`src/rtl/gpc_4t_dfd_reader.sv`:
```
// -----------------------------------------------------------------------------
// gpc_4t_dfd_reader
// Debug engine that dumps one thread's register file out of a gpc_4t core
// over the CR space.  For each register k in [first_reg, last_reg] it posts a
// write of k to CR_THREADn_DFD_REG_ID, reads CR_THREADn_DFD_REG_DATA, and
// streams the (reg id, data) pair to a host-side consumer.
//
// Ports
//   QClk, RstQnnnH              clock, asynchronous active-high reset
//   start                       1-cycle dump request, honoured only in IDLE
//   core_id, thread_id          target core (8'hFF illegal) and thread
//   first_reg, last_reg         inclusive register range
//   busy, done, done_err        status; done pulses once, done_err = aborted
//   dump_valid/ready/reg_id/data  beat stream to the consumer
//   req_valid/ready/wr/addr/wdata CR request port (writes are posted)
//   rsp_valid, rsp_data         read response, 1-cycle valid
// -----------------------------------------------------------------------------
module gpc_4t_dfd_reader #(
   parameter int RSP_TIMEOUT = 64,
   parameter int NUM_REGS    = 32,
   localparam int RW = $clog2(NUM_REGS),
   localparam int TW = (RSP_TIMEOUT > 1) ? $clog2(RSP_TIMEOUT) : 1
) (
   input  logic          QClk,
   input  logic          RstQnnnH,
   input  logic          start,
   input  logic [7:0]    core_id,
   input  logic [1:0]    thread_id,
   input  logic [RW-1:0] first_reg,
   input  logic [RW-1:0] last_reg,
   output logic          busy,
   output logic          done,
   output logic          done_err,
   output logic          dump_valid,
   input  logic          dump_ready,
   output logic [RW-1:0] dump_reg_id,
   output logic [31:0]   dump_data,
   output logic          req_valid,
   input  logic          req_ready,
   output logic          req_wr,
   output logic [31:0]   req_addr,
   output logic [31:0]   req_wdata,
   input  logic          rsp_valid,
   input  logic [31:0]   rsp_data
);

   typedef enum logic [2:0] {
      ST_IDLE     = 3'd0,
      ST_WR_ID    = 3'd1,
      ST_RD_DATA  = 3'd2,
      ST_WAIT_RSP = 3'd3,
      ST_PUSH     = 3'd4,
      ST_FIN      = 3'd5
   } state_t;

   state_t        state_q, state_d;
   logic [RW-1:0] cur_q, cur_d;
   logic [RW-1:0] last_q, last_d;
   logic [7:0]    core_q, core_d;
   logic [1:0]    thr_q, thr_d;
   logic [TW-1:0] timer_q, timer_d;
   logic [31:0]   data_q, data_d;
   logic          err_q, err_d;

   logic [11:0]   id_off_s;
   logic [11:0]   data_off_s;

   // Per-thread CR offsets: the four threads' DFD registers are word-spaced.
   assign id_off_s   = 12'h160 + {8'h00, thr_q, 2'b00};
   assign data_off_s = 12'h170 + {8'h00, thr_q, 2'b00};

   // State and datapath registers.
   always_ff @(posedge QClk or posedge RstQnnnH) begin
      if (RstQnnnH) begin
         state_q <= ST_IDLE;
         cur_q   <= '0;
         last_q  <= '0;
         core_q  <= 8'h00;
         thr_q   <= 2'b00;
         timer_q <= '0;
         data_q  <= 32'h0000_0000;
         err_q   <= 1'b0;
      end else begin
         state_q <= state_d;
         cur_q   <= cur_d;
         last_q  <= last_d;
         core_q  <= core_d;
         thr_q   <= thr_d;
         timer_q <= timer_d;
         data_q  <= data_d;
         err_q   <= err_d;
      end
   end

   // Next-state logic for the dump sequencer.
   always_comb begin
      state_d = state_q;
      cur_d   = cur_q;
      last_d  = last_q;
      core_d  = core_q;
      thr_d   = thr_q;
      timer_d = timer_q;
      data_d  = data_q;
      err_d   = err_q;
      case (state_q)
         ST_IDLE: begin
            if (start) begin
               core_d  = core_id;
               thr_d   = thread_id;
               cur_d   = first_reg;
               last_d  = last_reg;
               timer_d = '0;
               // Broadcast target or empty range: abort without bus traffic.
               if ((core_id == 8'hFF) || (first_reg > last_reg)) begin
                  err_d   = 1'b1;
                  state_d = ST_FIN;
               end else begin
                  err_d   = 1'b0;
                  state_d = ST_WR_ID;
               end
            end else begin
               state_d = ST_IDLE;
            end
         end
         ST_WR_ID: begin
            if (req_ready) begin
               state_d = ST_RD_DATA;
            end else begin
               state_d = ST_WR_ID;
            end
         end
         ST_RD_DATA: begin
            if (req_ready) begin
               timer_d = '0;
               state_d = ST_WAIT_RSP;
            end else begin
               state_d = ST_RD_DATA;
            end
         end
         ST_WAIT_RSP: begin
            if (rsp_valid) begin
               data_d  = rsp_data;
               state_d = ST_PUSH;
            end else if (timer_q == TW'(RSP_TIMEOUT - 1)) begin
               err_d   = 1'b1;
               state_d = ST_FIN;
            end else begin
               timer_d = timer_q + TW'(1);
            end
         end
         ST_PUSH: begin
            if (dump_ready) begin
               // Terminate on last_reg before incrementing so id 31 never wraps.
               if (cur_q == last_q) begin
                  err_d   = 1'b0;
                  state_d = ST_FIN;
               end else begin
                  cur_d   = cur_q + RW'(1);
                  state_d = ST_WR_ID;
               end
            end else begin
               state_d = ST_PUSH;
            end
         end
         ST_FIN: begin
            state_d = ST_IDLE;
         end
         default: begin
            state_d = ST_IDLE;
         end
      endcase
   end

   // Output decode; address/data fields are zero whenever not presented.
   always_comb begin
      busy        = 1'b1;
      done        = 1'b0;
      done_err    = 1'b0;
      dump_valid  = 1'b0;
      dump_reg_id = '0;
      dump_data   = 32'h0000_0000;
      req_valid   = 1'b0;
      req_wr      = 1'b0;
      req_addr    = 32'h0000_0000;
      req_wdata   = 32'h0000_0000;
      case (state_q)
         ST_IDLE: begin
            busy = 1'b0;
         end
         ST_WR_ID: begin
            req_valid = 1'b1;
            req_wr    = 1'b1;
            req_addr  = {core_q, 2'b11, 10'b00_0000_0000, id_off_s};
            req_wdata = {{(32 - RW){1'b0}}, cur_q};
         end
         ST_RD_DATA: begin
            req_valid = 1'b1;
            req_addr  = {core_q, 2'b11, 10'b00_0000_0000, data_off_s};
         end
         ST_WAIT_RSP: begin
            busy = 1'b1;
         end
         ST_PUSH: begin
            dump_valid  = 1'b1;
            dump_reg_id = cur_q;
            dump_data   = data_q;
         end
         ST_FIN: begin
            done     = 1'b1;
            done_err = err_q;
         end
         default: begin
            busy = 1'b1;
         end
      endcase
   end

endmodule

```
`config.mk`:
```
export PLATFORM = sky130hd
export DESIGN_NAME = gpc_4t_dfd_reader
export DESIGN_NICKNAME = d
export VERILOG_FILES = /design/src/rtl/gpc_4t_dfd_reader.sv
export SDC_FILE = /design/constraint.sdc
export NUM_CORES = 1
export LEC_CHECK = 0
export CAP_MARGIN = 0
export CORE_MARGIN = 1
export CORE_UTILIZATION = 64
export CTS_CLUSTER_DIAMETER = 120
export CTS_CLUSTER_SIZE = 24
export DETAILED_ROUTE_END_ITERATION = 8
export DONT_BUFFER_PORTS = 1
export GPL_TIMING_DRIVEN = 0
export PLACE_DENSITY = 0.8
export SYNTH_ARGS = -nofsm -noshare
export SYNTH_HDL_FRONTEND = slang
export SYNTH_SLANG_ARGS = --single-unit
export TNS_END_PERCENT = 30
```
`constraint.sdc`:
```
create_clock -name QClk -period 2.7 [get_ports QClk]
set_input_delay 0.81 -clock QClk [delete_from_list [all_inputs] [get_ports QClk]]
set_output_delay 0.81 -clock QClk [all_outputs]
set_load 0.03 [all_outputs]
```
* After elaboration in Yosys (flattened, before gate mapping)
Cells that the tools add are included.
** Word-level totals
- Flip-flop bits (word level) :: 62
- Latch bits :: 0
- Memory bits (writable) :: 0
- Bits in read-only memories :: 0
- Input port bits :: 58
- Output and inout bits :: 107
- Memories :: 0
** Cells by class
- Add/sub/neg operators :: 4
- Multiply operators :: 0
- Divide/modulo/power cells :: 0
- Order comparisons :: 1
- Eq/ne operators :: 17
- Shift-type cells :: 0
- Muxes and demuxes :: 35
- Bitwise gates (word level) :: 0
- Reduce and logical (&&, ||, !) cells :: 11
** Operators with widths (number)
- $pmux W32 S2 :: 1
- $mux W32 :: 1
- $mux W5 :: 5
- $mux W6 :: 4
- $add A9 B4 Y10 const A :: 2
- $mux W3 :: 6
- $pmux W6 S3 :: 1
- $ne A2 B2 Y1 const B :: 8
- $pmux W3 S5 :: 1
- $mux W1 :: 13
- $pmux W5 S2 :: 1
- $eq A8 B8 Y1 const B :: 1
- $add A6 B1 Y6 const B :: 1
- $eq A3 B2 Y1 const B :: 2
- $eq A3 B3 Y1 const B :: 2
- $eq A6 B6 Y1 const B :: 1
- $reduce_and A6 Y1 :: 1
- $reduce_bool A3 Y1 :: 2
- $add A5 B1 Y5 const B :: 1
- $eq A5 B5 Y1 :: 1
- $gt A5 B5 Y1 :: 1
- $reduce_and A5 Y1 :: 1
- $reduce_and A2 Y1 :: 2
- $reduce_and A4 Y1 :: 1
- other kinds (8) :: 8

* Longest topological paths before layout
- Depth after elaboration :: 5
- Mapped depth :: 7

* Worst setup path after synthesis
Ideal clock, no wire load.
- Kind :: reg2out
- Start point :: register state_q[0]
- End point :: output port req_wdata[0]
- Arrival time :: 1.953 ns
- Required time :: 1.890 ns
- Slack :: -0.063 ns
- Cell stages (with the launch flop) :: 4
- Path buffers :: 1
- Cells stage by stage :: dfrtp_1 buf_2 nor3b_1 and2_1
** On the way
- Word-level cells in the longest chain between the ends :: 2
** RTL lines
- start, declared :: RTL line 56 : state_t state_q, state_d;
- start signal, assigned :: RTL line 84 : state_q <= state_d;
- $eq A3 B1 Y1 :: RTL line 186 : case (state_q)
- $mux W5 :: RTL line 186
- end, declared :: RTL line 42 : output logic [31:0] req_wdata,
Every way passes these cells.

* Final worst setup path
- Start point :: register state_q[1]
- End point :: output port req_wdata[3]
The elaborated chain is that of the path after synthesis.

==> summary.txt <==
Power Density: 1174 mW/mm²
DRT antenna net count: 0
post-synthesis mux area share: 15.62%
final cycle utilization of the critical path: 97.85%
register bit total from synthesis: 62
post-cts hold buffer count: 0
Final Slew Violations: 0
gpl congestion: 0.8392
postcts setup bufs: 0
area delta synth->final: 14.93%
Async SR Flop Fraction: 100.0%
vias in the first global route: 2559
via count: 2624
nets: 472
RR Endpoint: last_q[0]
GR Util All Layers: 26.08%
CP max stage delay: 0.53 ns
Rows: 27
Synth Area in Compound Gates: 5.788%
Synth Area in Simple Gates: 18.94%
critical path peak fanout: 10
FF-to-FF setup slack: 0.93 ns
largest net degree at the start of global routing: 43
CP Cell Sequence: buf_4 -> nor3b_4 -> and2_4
via density per instance: 5.421
H-tree depth: 3
number of synthesis warnings: 0
Synth Area in Adders: 2.397%
Total Routed Length: 7641 µm
CP delay by family, top: simple AND/OR/NAND/NOR gates
Worst path depth: 3
share of the yosys chip area belonging to registers: 42.47%
multi-input logic area: 0.001853 mm²
setup ws final: 0.05813 ns
final setup vio count: 0
top_reg_cell synth: dfrtp_1
crit path DAT: 1.83 ns
DPL Wire Length: 5708 µm
largest family of logic cells by synthesized area: simple AND/OR/NAND/NOR gates
Die Span X: 77.56 µm
Sequential Area: 0.001554 mm²
RR Startpoint: state_q[1]
Max Freq: 378.5 MHz
Critical-path top delay cell: nor3b_4
post-synth cell types: 44
Synth Instances: 353
layout cells sized above 1: 44.66%
cells on worst reg2reg path: 4
WP buf/inv: 1
Worst-Skew Late Latency: 0.34 ns
initial core utilization: 66.35%
Worst setup EP type: output pin
Fin Hold WS: 0.3573 ns
Clock Sink Count: 62
Critical path origin: state_q[1]
initial antenna violation count: 0
PortBufs: 0
Reg clk slew, reported paths: 0.07 ns
core region area: 0.005507 mm²
Syn Std Cell Area: 0.003654 mm²
Hold WC Path Type: in -> async
Avg Inst Size Synth: 10.35 µm²
Leak: 2.174 nW
commonest cells after routing, fill and taps aside: dfrtp_1, buf_4, mux2_2
first-pass GRT wire length: 12190 µm
Post-synth EDFFs: 0
worst-case clock buffer depth: 2
Place WS: 0.1257 ns
drc violations: 0
GRT overflow: 0
crit path time final: 2.642 ns
status: finished, final reports clean
CTS tree: done
commonest non-fill, non-tap cell in the layout: dfrtp_1
TritonRoute pass-1 iters: 6
endpoints failing hold: 0
xor/xnor share of the synthesized area: 1.438%
die area: 0.006015 mm²
Startpoint Class: flop
Setup CP Type: reg -> out
Layout Skew: 0.008381 ns
Max Cap Viol: 0
worst ir drop on vdd: 0.9061 mV
routed length per instance: 15.79 µm
Overall Power: 4.931 mW
Die Ht: 77.56 µm
CP Data Required Time: 1.89 ns
Setup crit end: req_wdata[3]
Top Ports: 165
slew margin rel.: 60.90%
Root Driver: clkbuf_8
cts bufs inserted: 9
Diodes inserted: 0
Slew @ Worst Pin: 0.5840 ns
Initial DRC Count: 194
FILL cells: 403
## per-stage QoR
stage / utilization (%) / cells / cell area [µm²] / setup TNS (ns)
floorplan: - / 395 / 3816 / 0
global placement: 70.94 / 467 / 3906 / -14.06
detailed placement: 71.30 / 468 / 3926 / 0
CTS: 75.96 / 484 / 4183 / 0
global route: 76.26 / 484 / 4199 / -0.01308
finish: 76.26 / 484 / 4199 / 0
## where the power goes
group | internal [mW] | leakage [nW] | switching, mW
logic | 0.981 | 1.33 | 1.56
registers | 1.37 | 0.750 | 0.283
clock network | 0.382 | 0.0934 | 0.355
total | 2.74 | 2.17 | 2.19
## worst reg2reg max path, cell delays in order (launching register included)
cell and delay, ns:
dfrtp_2 0.44, or3_4 0.45, nor2_4 0.23, buf_6 0.19
mux2_2 0.34
## sequential cells by signal, summed over array words and instances, names as in the netlist
signal   count
data_q      32
core_q       8
timer_q      6
cur_q        5
last_q       5
state_q      3
thr_q        2
err_q        1
## logic make-up after synthesis
family          after synthesis
buf+inv                      76
mux                          51
compound gates               32
fa+ha+maj                     7
xor+xnor                      6
flops                        62
other cells                   1
simple gates                118
## Yosys cell counts, types with 2 or more instances
cell type  instances  area [µm²]
dfrtp_1           62        1551
buf_4             48       360.4
mux2_2            48       540.5
and3_1            42       262.8
and2_1            17       106.4
nand2_1           17       63.81
nor2_1            11       41.29
inv_1             10       37.54
buf_2              9       45.04
nand3_1            9       45.04
o21ai_0            9       45.04
clkbuf_1           8       30.03
ha_1               7       87.58
a21oi_1            5       25.02
xor2_1             5       43.79
nand4_1            4       25.02
nor3_1             4       20.02
and3b_1            3       26.28
mux2i_1            3       30.03
a211o_1            2       17.52
a21o_1             2       15.01
a31oi_1            2       12.51
nor3b_1            2       15.01
o21ai_1            2       10.01
o31ai_1            2       15.01
o41ai_1            2       17.52
## how the worst min path moves through the flow
| stage | start | endpoint | cells after the start |
|---|---|---|---|
| finish | RstQnnnH | data_q[19] | 1 |
| global route | RstQnnnH | data_q[6] | 1 |
| detailed placement | timer_q[5] | timer_q[5] | 1 |
| floorplan | timer_q[5] | timer_q[5] | 1 |
| global placement | timer_q[5] | timer_q[5] | 1 |
| CTS | RstQnnnH | data_q[19] | 1 |
## per-layer routing
metal  global-route usage, %  vias to the layer above  routed length, µm
li1                        -                     1248                  -
met1                   29.79                     1255               3048
met2                   44.78                      111               3841
met3                   9.529                       10                649
met4                   9.245                        0                101
met5                       0                        -                  0
## what timing repair did
item | 4_1_cts | 5_1_grt
gates resized for setup | 54 | 17
pin swaps | 0 | 2
setup endpoints to repair | 45 | 44
## area by class of cell
cell class	instances	share of cell area, %
clock buffers	13	3.784
multi-input cells	257	44.13
flip-flops and latches	62	37.01
repair buffers	1	0.4768
clock inverters	3	0.4470
inverters	10	0.8939
well taps	72	2.145
plain buffers	66	11.11
No activity file was read; power rests on OpenSTA's default activity.
